### src/rtl/occupancy_pkg.sv
// Shared types for the occupancy-grid front-end arbiter.
package occupancy_pkg;

  localparam int GRID_X_W = 8;
  localparam int GRID_Y_W = 7;
  localparam int CELL_W   = 8;

  typedef struct packed {
    logic [GRID_X_W-1:0] x;
    logic [GRID_Y_W-1:0] y;
  } cell_addr_t;

  typedef struct packed {
    cell_addr_t addr;
    logic       free;
  } wr_entry_t;

  // Arbiter states, kept as plain constants for legacy tool flows.
  typedef logic [1:0] arb_state_t;
  localparam arb_state_t IDLE       = 2'd0;
  localparam arb_state_t WRITE_WAIT = 2'd1;
  localparam arb_state_t READ_WAIT  = 2'd2;
  localparam arb_state_t CLEAR_WAIT = 2'd3;

endpackage

### src/rtl/occupancy_wr_fifo.sv
// Small write-request FIFO between the ray tracer and the arbiter.
// A push while full is dropped even if a pop happens the same cycle.
module occupancy_wr_fifo
  import occupancy_pkg::*;
#(
  parameter int DEPTH = 4
) (
  input  logic      clock,
  input  logic      reset,
  input  logic      push,
  input  logic      pop,
  input  logic      flush,
  input  wr_entry_t din,
  output wr_entry_t dout,
  output logic      full,
  output logic      empty
);

  localparam int AW = $clog2(DEPTH);
  localparam logic [AW:0] FULL_CNT = (AW+1)'(DEPTH);

  wr_entry_t     mem [DEPTH];
  logic [AW-1:0] rd_ptr, wr_ptr;
  logic [AW:0]   count;
  logic          do_push, do_pop;

  assign full    = (count == FULL_CNT);
  assign empty   = (count == '0);
  assign do_push = push & ~full;
  assign do_pop  = pop & ~empty;
  assign dout    = mem[rd_ptr];

  // Pointer and occupancy bookkeeping; flush empties the queue outright.
  always_ff @(posedge clock or posedge reset) begin
    if (reset) begin
      rd_ptr <= '0;
      wr_ptr <= '0;
      count  <= '0;
    end else if (flush) begin
      rd_ptr <= '0;
      wr_ptr <= '0;
      count  <= '0;
    end else begin
      if (do_push) wr_ptr <= wr_ptr + 1'b1;
      if (do_pop)  rd_ptr <= rd_ptr + 1'b1;
      case ({do_push, do_pop})
        2'b10:   count <= count + 1'b1;
        2'b01:   count <= count - 1'b1;
        default: ;
      endcase
    end
  end

  // Entry storage; contents are don't-care until written.
  always_ff @(posedge clock) begin
    if (do_push && !flush) mem[wr_ptr] <= din;
  end

endmodule

### src/rtl/occupancy_arbiter.sv
// Front-end scheduler sharing the occupancy grid between map clear,
// ray-tracer cell updates and scan-matcher reads. Grid strobes and the
// address are driven combinationally in the issue cycle and the address
// then holds until the next operation.
// Optional: define OCC_ARB_STATS_EN for write/read/stall statistics ports.
module occupancy_arbiter
  import occupancy_pkg::*;
#(
  parameter int WR_FIFO_DEPTH  = 4,
  parameter int MAX_READ_BURST = 4,
  parameter int READ_LATENCY   = 1
) (
  input  logic                clock,
  input  logic                reset,
  input  logic                clear_req,
  output logic                clear_done,
  input  logic                wr_valid,
  output logic                wr_ready,
  input  logic [GRID_X_W-1:0] wr_x,
  input  logic [GRID_Y_W-1:0] wr_y,
  input  logic                wr_free,
  input  logic                rd_valid,
  output logic                rd_ready,
  input  logic [GRID_X_W-1:0] rd_x,
  input  logic [GRID_Y_W-1:0] rd_y,
  output logic                rd_data_valid,
  output logic [CELL_W-1:0]   rd_data,
  output logic                grid_zero_memory,
  output logic                grid_we,
  output logic [GRID_X_W-1:0] grid_x,
  output logic [GRID_Y_W-1:0] grid_y,
  output logic                grid_cell_is_free,
  input  logic [CELL_W-1:0]   grid_data_out,
  input  logic                grid_busy
`ifdef OCC_ARB_STATS_EN
  ,
  output logic [15:0]         stat_writes,
  output logic [15:0]         stat_reads,
  output logic [15:0]         stat_stalls
`endif
);

  localparam int SW = $clog2(MAX_READ_BURST + 1);
  localparam int LW = $clog2(READ_LATENCY + 1);
  localparam logic [SW-1:0] STREAK_MAX = SW'(MAX_READ_BURST);
  localparam logic [LW-1:0] LAT        = LW'(READ_LATENCY);

  arb_state_t          state;
  logic                clear_pending;
  logic [SW-1:0]       read_streak;
  logic [LW-1:0]       lat_cnt;
  logic [GRID_X_W-1:0] last_x;
  logic [GRID_Y_W-1:0] last_y;
  logic                last_free;

  logic      fifo_full, fifo_empty, fifo_push;
  wr_entry_t fifo_din, fifo_head;
  logic      go, issue_clr, issue_wr, issue_rd;

  // Arbitration: clear first, then a write when reads are idle or have used up their burst.
  assign go        = (state == IDLE) & ~grid_busy & ~reset;
  assign issue_clr = go & clear_pending;
  assign issue_wr  = go & ~clear_pending & ~fifo_empty & (~rd_valid | (read_streak == STREAK_MAX));
  assign issue_rd  = go & ~clear_pending & rd_valid & ~issue_wr;

  assign rd_ready  = issue_rd;
  assign wr_ready  = ~reset & ~fifo_full & ~clear_pending & (state != CLEAR_WAIT);
  assign fifo_push = wr_valid & wr_ready;
  assign fifo_din  = '{addr: '{x: wr_x, y: wr_y}, free: wr_free};

  assign grid_zero_memory  = issue_clr;
  assign grid_we           = issue_wr;
  assign grid_x            = issue_wr ? fifo_head.addr.x : (issue_rd ? rd_x : last_x);
  assign grid_y            = issue_wr ? fifo_head.addr.y : (issue_rd ? rd_y : last_y);
  assign grid_cell_is_free = issue_wr ? fifo_head.free : last_free;
  assign clear_done        = (state == CLEAR_WAIT) & ~grid_busy;

  occupancy_wr_fifo #(.DEPTH(WR_FIFO_DEPTH)) u_wr_fifo (
    .clock (clock),
    .reset (reset),
    .push  (fifo_push),
    .pop   (issue_wr),
    .flush (issue_clr),
    .din   (fifo_din),
    .dout  (fifo_head),
    .full  (fifo_full),
    .empty (fifo_empty)
  );

  // Main FSM, pending-clear latch and read return path.
  always_ff @(posedge clock or posedge reset) begin
    if (reset) begin
      state         <= IDLE;
      clear_pending <= 1'b0;
      lat_cnt       <= '0;
      rd_data       <= '0;
      rd_data_valid <= 1'b0;
    end else begin
      rd_data_valid <= 1'b0;
      if (issue_clr)                             clear_pending <= 1'b0;
      else if (clear_req && state != CLEAR_WAIT) clear_pending <= 1'b1;
      case (state)
        IDLE: begin
          if (issue_clr)     state <= CLEAR_WAIT;
          else if (issue_wr) state <= WRITE_WAIT;
          else if (issue_rd) begin
            state   <= READ_WAIT;
            lat_cnt <= LW'(1);
          end
        end
        WRITE_WAIT, CLEAR_WAIT: if (!grid_busy) state <= IDLE;
        READ_WAIT: begin
          if (lat_cnt == LAT) begin
            rd_data       <= grid_data_out;
            rd_data_valid <= 1'b1;
            state         <= IDLE;
          end else begin
            lat_cnt <= lat_cnt + 1'b1;
          end
        end
        default: state <= IDLE;
      endcase
    end
  end

  // Read streak: counts reads granted while writes wait; an empty FIFO or a write restarts it.
  always_ff @(posedge clock or posedge reset) begin
    if (reset)                                       read_streak <= '0;
    else if (issue_wr || fifo_empty)                 read_streak <= '0;
    else if (issue_rd && read_streak != STREAK_MAX)  read_streak <= read_streak + 1'b1;
  end

  // Hold the address and polarity of the last issued operation.
  always_ff @(posedge clock or posedge reset) begin
    if (reset) begin
      last_x    <= '0;
      last_y    <= '0;
      last_free <= 1'b0;
    end else if (issue_wr || issue_rd) begin
      last_x    <= grid_x;
      last_y    <= grid_y;
      last_free <= grid_cell_is_free;
    end
  end

`ifdef OCC_ARB_STATS_EN
  // Saturating statistics, restarted by every clear issue.
  always_ff @(posedge clock or posedge reset) begin
    if (reset || issue_clr) begin
      stat_writes <= '0;
      stat_reads  <= '0;
      stat_stalls <= '0;
    end else begin
      if (issue_wr && stat_writes != 16'hFFFF)              stat_writes <= stat_writes + 1'b1;
      if (issue_rd && stat_reads != 16'hFFFF)               stat_reads  <= stat_reads + 1'b1;
      if (wr_valid && !wr_ready && stat_stalls != 16'hFFFF) stat_stalls <= stat_stalls + 1'b1;
    end
  end
`endif

endmodule

### config.mk
export PLATFORM = sky130hd
export DESIGN_NAME = occupancy_arbiter
export DESIGN_NICKNAME = d
export VERILOG_FILES = /design/src/rtl/occupancy_pkg.sv /design/src/rtl/occupancy_wr_fifo.sv /design/src/rtl/occupancy_arbiter.sv
export SDC_FILE = /design/constraint.sdc
export NUM_CORES = 1
export LEC_CHECK = 0
export CELL_PAD_IN_SITES_DETAIL_PLACEMENT = 1
export CELL_PAD_IN_SITES_GLOBAL_PLACEMENT = 2
export CORE_MARGIN = 8
export CORE_UTILIZATION = 36
export DETAILED_ROUTE_END_ITERATION = 7
export HOLD_SLACK_MARGIN = 0.08
export PLACE_DENSITY = 0.88
export SLEW_MARGIN = 20
export SYNTH_ARGS = -nofsm -noshare
export SYNTH_HDL_FRONTEND = slang
export SYNTH_SLANG_ARGS = --single-unit
### constraint.sdc
create_clock -name clock -period 2.96 [get_ports clock]
set_clock_uncertainty 0.15 [all_clocks]
set_input_delay 0.592 -clock clock [delete_from_list [all_inputs] [get_ports clock]]
set_output_delay 0.592 -clock clock [all_outputs]
set_load 0.005 [all_outputs]
==> reports/metrics.yaml, run 1 <==
status: "completed"
clkLatencyLatePin_ps: 350
drt-pass1-iter-count: 4
finalHoldViolCount: 0
yosysWarnings: 0
critPathLaunchType: "input pin"
powerDensity_nw_per_um2: 800
r2r_slack_ps: 260
rows: 40
path_cells: "dlygate4sd2_1 > or4_4 > nor2_8 > o21a_4 > buf_12 > nor2_1 > a21oi_1 > dlygate4sd2_1"
syn_avg_cell_area_um2: 14.2
placement.io_buffers: 74
drt_wl_total_mm: 11.4
ys_seq_area_share_pct: 67.2
tns_ps: 0
gp_congestion: 0.755
grt_setup_unrepaired: "false"
hold_path_depth: 2
switching_share_pct: 30.7
post_dp_cell_area_um2: 5580
nets: 475
async_flop_share_pct: 37.9
cts_tree: "done"
cp.required_ps: 2220
clk_pin_slew_worst_paths_ps: 70
fmax_mhz: 346
drt-initial-drc-count: 160
p_int_mw: 3.27
comb_power_share_pct: 34.2
root_buffer: "clkbuf_16"
relSlewSlack_pct: 69.7
grt_max_degree: 31
syn_inst: 304
vdd_drop_max_v: 0.000338
drive_above_1_share_pct: 25.2
wl_per_cell_um: 19.8
timing.rr.end: "u_wr_fifo.count[2]"
holdBufCountCts: 0
die_x_um: 125
final_cell_mix: "64 x edfxtp_1, 54 x clkdlybuf4s50_1, 39 x dfrtp_1, 38 x nand2_1, 37 x buf_4"
vias_per_cell: 5.13
coreArea_um2: 11900
dominantRegCellSynth: "edfxtp_1"
hold_start: "last_free"
first_global_vias: 3345
drv_slew: 0
setup_ws_ps: 69.0
r2r_cells: 11
slowest_stage: "or4_4"
hpwl_mm: 7.76
die_h_um: 125
power.share.sequential_pct: 40.6
grt.total_usage_pct: 15.2
hp-class: "register to register"
dp_slack_ps: -565
cap_viol_max_count: 0
ys_ff_latch: 103
fin_area_um2: 5890
r2r-start: "state[0]"
worst_ep_arrival_time_ps: 2150
min_to: "last_free"
cts_sinks: 103
yosysUniqueCellTypes: 46
slowest_delay_ps: 520
p_leak_nw: 2.30
syn_area_um2: 4310
die_area_um2: 15700
setup_viol: 0
cts_made_buffers: 9
clkPwrFrac_pct: 25.2
area_delta_synth_final_pct: 36.5
synthesis.nets: 356
antenna_found_initial: 0
start_util_pct: 36.4
p_sw_mw: 1.45
htreeDepth: 3
io_pins: 75
cts_buffer_depth: 2
worst_pin_slew_ps: 454
grt_pass1_wl_mm: 18.5
path_class: "input pin to primary output"
ant_nets: 0
drc: 0
period_share_pct: 97.7
fillers: 1232
vias: 2948
antenna_cells: 0
grt-ovfl-total: 0
final_common_cell: "edfxtp_1"
cpMostUsedCell: "dlygate4sd2_1"
critPathMaxFanout: 6
end_kind: "primary output"
synth_edf_count: 64
period_needed_ps: 2890
==> per-stage QoR <==
| step | util (%) | hold slack [ps] | cells | power [mW] |
|---|---|---|---|---|
| final | 49.7 | 328 | 575 | 4.71 |
| after global routing | 49.7 | 377 | 575 | 4.99 |
| after CTS | 49.7 | 330 | 575 | 4.76 |
| after detailed placement | 47.0 | 314 | 555 | 3.63 |
| after global placement | 47.0 | 308 | 555 | 3.55 |
| after floorplan | - | 289 | 304 | 2.71 |
==> flip-flops by register name, indices dropped and copies added (netlist names) <==
name              cells
lat_cnt               1
u_wr_fifo.mem        64
last_x                8
last_y                7
rd_data_valid         1
clear_pending         1
u_wr_fifo.rd_ptr      2
rd_data               8
u_wr_fifo.count       3
read_streak           3
state                 2
last_free             1
u_wr_fifo.wr_ptr      2
==> what timing repair did <==
item                                    4_1_cts  5_1_grt
gates resized for setup                      49       14
hold endpoints to repair                      0        0
buffers inserted                              4        1
endpoints found under the setup margin       20       12
pin swaps                                     2        2
==> per-layer routing <==
layer | GRT usage, % | wire length [um]
met1 | 17.5 | 4700
met2 | 26.4 | 5880
met3 | 4.16 | 587
met4 | 6.09 | 222
met5 | 0 | 0
==> critical path: cells and delay by family <==
kind | cells | cell delay (ps)
compound gates | 2 | 270
simple gates | 3 | 670
buf+inv | 3 | 610
==> cells in the mapped netlist, drive strengths merged, types with 2 or more instances <==
library cell	instances	area share, %
buf	11	1.5
a211oi	2	0.35
clkbuf	2	0.17
inv	8	0.81
nand3b	2	0.35
dfrtp	39	23
xor2	2	0.58
o21ai	5	0.58
a21oi	37	4.6
ha	6	1.7
edfxtp	64	45
o22ai	16	2.3
and2	5	0.73
mux4	16	8.4
nor2	26	2.8
nor3	4	0.46
a21o	2	0.35
nand2	39	3.6
==> worst max-delay path by stage <==
stage / start / endpoint / slack (ps) / cells past startpoint
2_1_floorplan: reset / u_wr_fifo.count[2] / 390 / 8
3_3_place_gp: reset / grid_y[3] / -530 / 7
3_5_place_dp: reset / grid_y[3] / -560 / 7
4_1_cts: rd_valid / rd_ready / 3 / 5
5_1_grt: reset / grid_y[4] / 0.4 / 8
6_report: reset / grid_x[0] / 70 / 8
==> kinds of logic after synthesis <==
kind of cell	count (synthesis)	share of synthesized area (%)
DFF	103	67.2
and+or+nand+nor	83	9.11
AOI/OAI and AO/OA	71	10.0
buffers and inverters	22	2.55
muxes	16	8.35
adders and majority gates	7	2.20
xor gates and xnor gates	2	0.580
==> power by group through the flow <==
stage	Clock, mW	Combinational (mW)	Sequential (mW)
final	1.19	1.61	1.91
after global routing	1.27	1.78	1.94
after CTS	1.22	1.62	1.91
after detailed placement	0	1.68	1.94
after global placement	0	1.63	1.92
after floorplan	0	0.774	1.93
==> layout make-up <==
class / count / area [um2] / area share (%)
Multi-Input combinational cell: 179 / 1330 / 22.6
Timing Repair Buffer: 121 / 1140 / 19.4
Clock inverter: 7 / 71.3 / 1.21
Clock buffer: 9 / 225 / 3.82
Inverter: 9 / 38.8 / 0.658
Sequential cell: 103 / 2900 / 49.2
Tap cell: 147 / 184 / 3.12
Power figures use the tool's default switching activity.
==> run 2: changes to the inputs <==
--- a/config.mk
+++ b/config.mk
@@ -13,5 +13,4 @@
 export HOLD_SLACK_MARGIN = 0.08
 export PLACE_DENSITY = 0.88
-export SLEW_MARGIN = 20
 export SYNTH_ARGS = -nofsm -noshare
 export SYNTH_HDL_FRONTEND = slang
--- a/constraint.sdc
+++ b/constraint.sdc
@@ -3,3 +3,3 @@
 set_input_delay 0.592 -clock clock [delete_from_list [all_inputs] [get_ports clock]]
 set_output_delay 0.592 -clock clock [all_outputs]
-set_load 0.005 [all_outputs]
+set_load 0.01 [all_outputs]
==> reports/metrics.yaml, run 2 (synthesis results as in run 1) <==
cp.required_ps: 2220
vias_per_cell: 5.16
grt-ovfl-total: 0
relSlewSlack_pct: 70.8
hp-class: "register to register"
top_register: "u_wr_fifo.mem"
io_pins: 75
crit_buf_inv: 3
htreeDepth: 3
final_common_cell: "edfxtp_1"
slowest_delay_ps: 540
critPathLaunchType: "input pin"
fillers: 1200
tns_ps: 0
cap_viol_max_count: 0
drt-pass1-iter-count: 4
grt_pass1_wl_mm: 18.7
worst_pin_slew_ps: 438
area_delta_synth_final_pct: 37.1
clkLatencyLatePin_ps: 340
first_global_vias: 3435
largest_reg_flops: 64
die_h_um: 125
setup_viol: 0
coreArea_um2: 11900
drv_slew: 0
vdd_drop_max_v: 0.000358
cts_made_buffers: 9
fmax_mhz: 349
finalHoldViolCount: 0
ant_nets: 0
root_buffer: "clkbuf_16"
rows: 40
worst_ep_arrival_time_ps: 2120
placed_cells: 553
finalPower_mw: 4.74
powerDensity_nw_per_um2: 801
cts_buffer_depth: 2
cts_sinks: 103
grt.total_usage_pct: 15.3
path_class: "input pin to primary output"
drt-initial-drc-count: 129
slowest_stage: "or4_4"
grt_setup_unrepaired: "false"
start_util_pct: 36.4
final_cell_mix: "64 x edfxtp_1, 53 x clkdlybuf4s50_1, 39 x dfrtp_1, 38 x nand2_1, 34 x buf_4"
end_kind: "primary output"
cts_tree: "done"
cpLargestDelayFamily: "simple AND/OR/NAND/NOR gates"
nets: 475
placement.io_buffers: 74
top_regs: "u_wr_fifo.mem x64, last_x x8, rd_data x8"
period_share_pct: 96.8
grt_max_degree: 31
antenna_cells: 0
hpwl_mm: 7.79
antenna_found_initial: 0
drive_above_1_share_pct: 25.0
die_x_um: 125
instances_no_fill: 575
critPathMaxFanout: 7
status: "completed"
vias: 2965
clk_pin_slew_worst_paths_ps: 70
drc: 0
path_cells: "clkdlybuf4s15_1 > or4_4 > nor2_8 > o21a_4 > buf_12 > nor2_1 > a21oi_1 > buf_2"
gp_congestion: 0.754
period_needed_ps: 2870
holdBufCountCts: 0
p_leak_nw: 2.30
drt_wl_total_mm: 11.4
wl_per_cell_um: 19.9
die_area_um2: 15700
run 2: layout make-up:
class                      count  area [um2]  share of cell area [%]
sequential                   103        2900                    49.0
timing repair buffer         121        1180                    20.0
multi-input combinational    179        1320                    22.3
clock buffer                  10         229                    3.87
clock inverter                 6        62.6                    1.06
inverter                       9        38.8                   0.656
tap                          147         184                    3.11
run 2: path summary, 6_finish.rpt:
check / start / endpoint / slack (ps) / cells past startpoint
setup / recovery: reset / grid_x[4] / 90 / 8
hold reg to reg: last_free / last_free / 330 / 2
hold / removal: last_free / last_free / 330 / 2
max in group asynchronous: reset / last_y[5] / 1780 / 4
min in group asynchronous: reset / rd_data[2] / 350 / 3
setup reg to reg: state[0] / u_wr_fifo.count[2] / 240 / 11
run 2: what timing repair did:
item | 4_1_cts | 5_1_grt
resized for setup | 65 | 7
setup buffers | 5 | 0
gates cloned | 1 | 0
pin swaps | 1 | 2
endpoints found under the hold margin | 0 | 0
setup endpoints to repair | 20 | 6
run 2: tightest hold or removal path: cells and delay by family (launching register included):
family	cells	cell delay [ps]
flops	1	320
simple gates	2	120
run 2: power breakdown:
part / total [mW] / internal [mW] / switching, mW
clock network: 1.14 / 0.593 / 0.547
registers: 1.90 / 1.79 / 0.118
logic: 1.69 / 0.822 / 0.870
total: 4.74 / 3.20 / 1.54
run 2: stage by stage:
stage | setup WS (ps) | hold WS (ps) | utilization, % | area [um2]
global placement | -610 | 306 | 47.1 | 5590
detailed placement | -657 | 312 | 47.1 | 5590
finish | 93.4 | 326 | 49.9 | 5910
global route | 5.41 | 368 | 49.9 | 5910
floorplan | 391 | 289 | - | 4310
CTS | 18.7 | 328 | 49.8 | 5910
run 2: per-layer routing:
layer  vias to the layer above  track usage (%)  part of all wire (%)
li1                       1377                -                     -
met1                      1480             17.7                    42
met2                       100             27.2                    51
met3                         8             3.99                   6.0
met4                         0             4.30                   1.0
met5                         -                0                     0
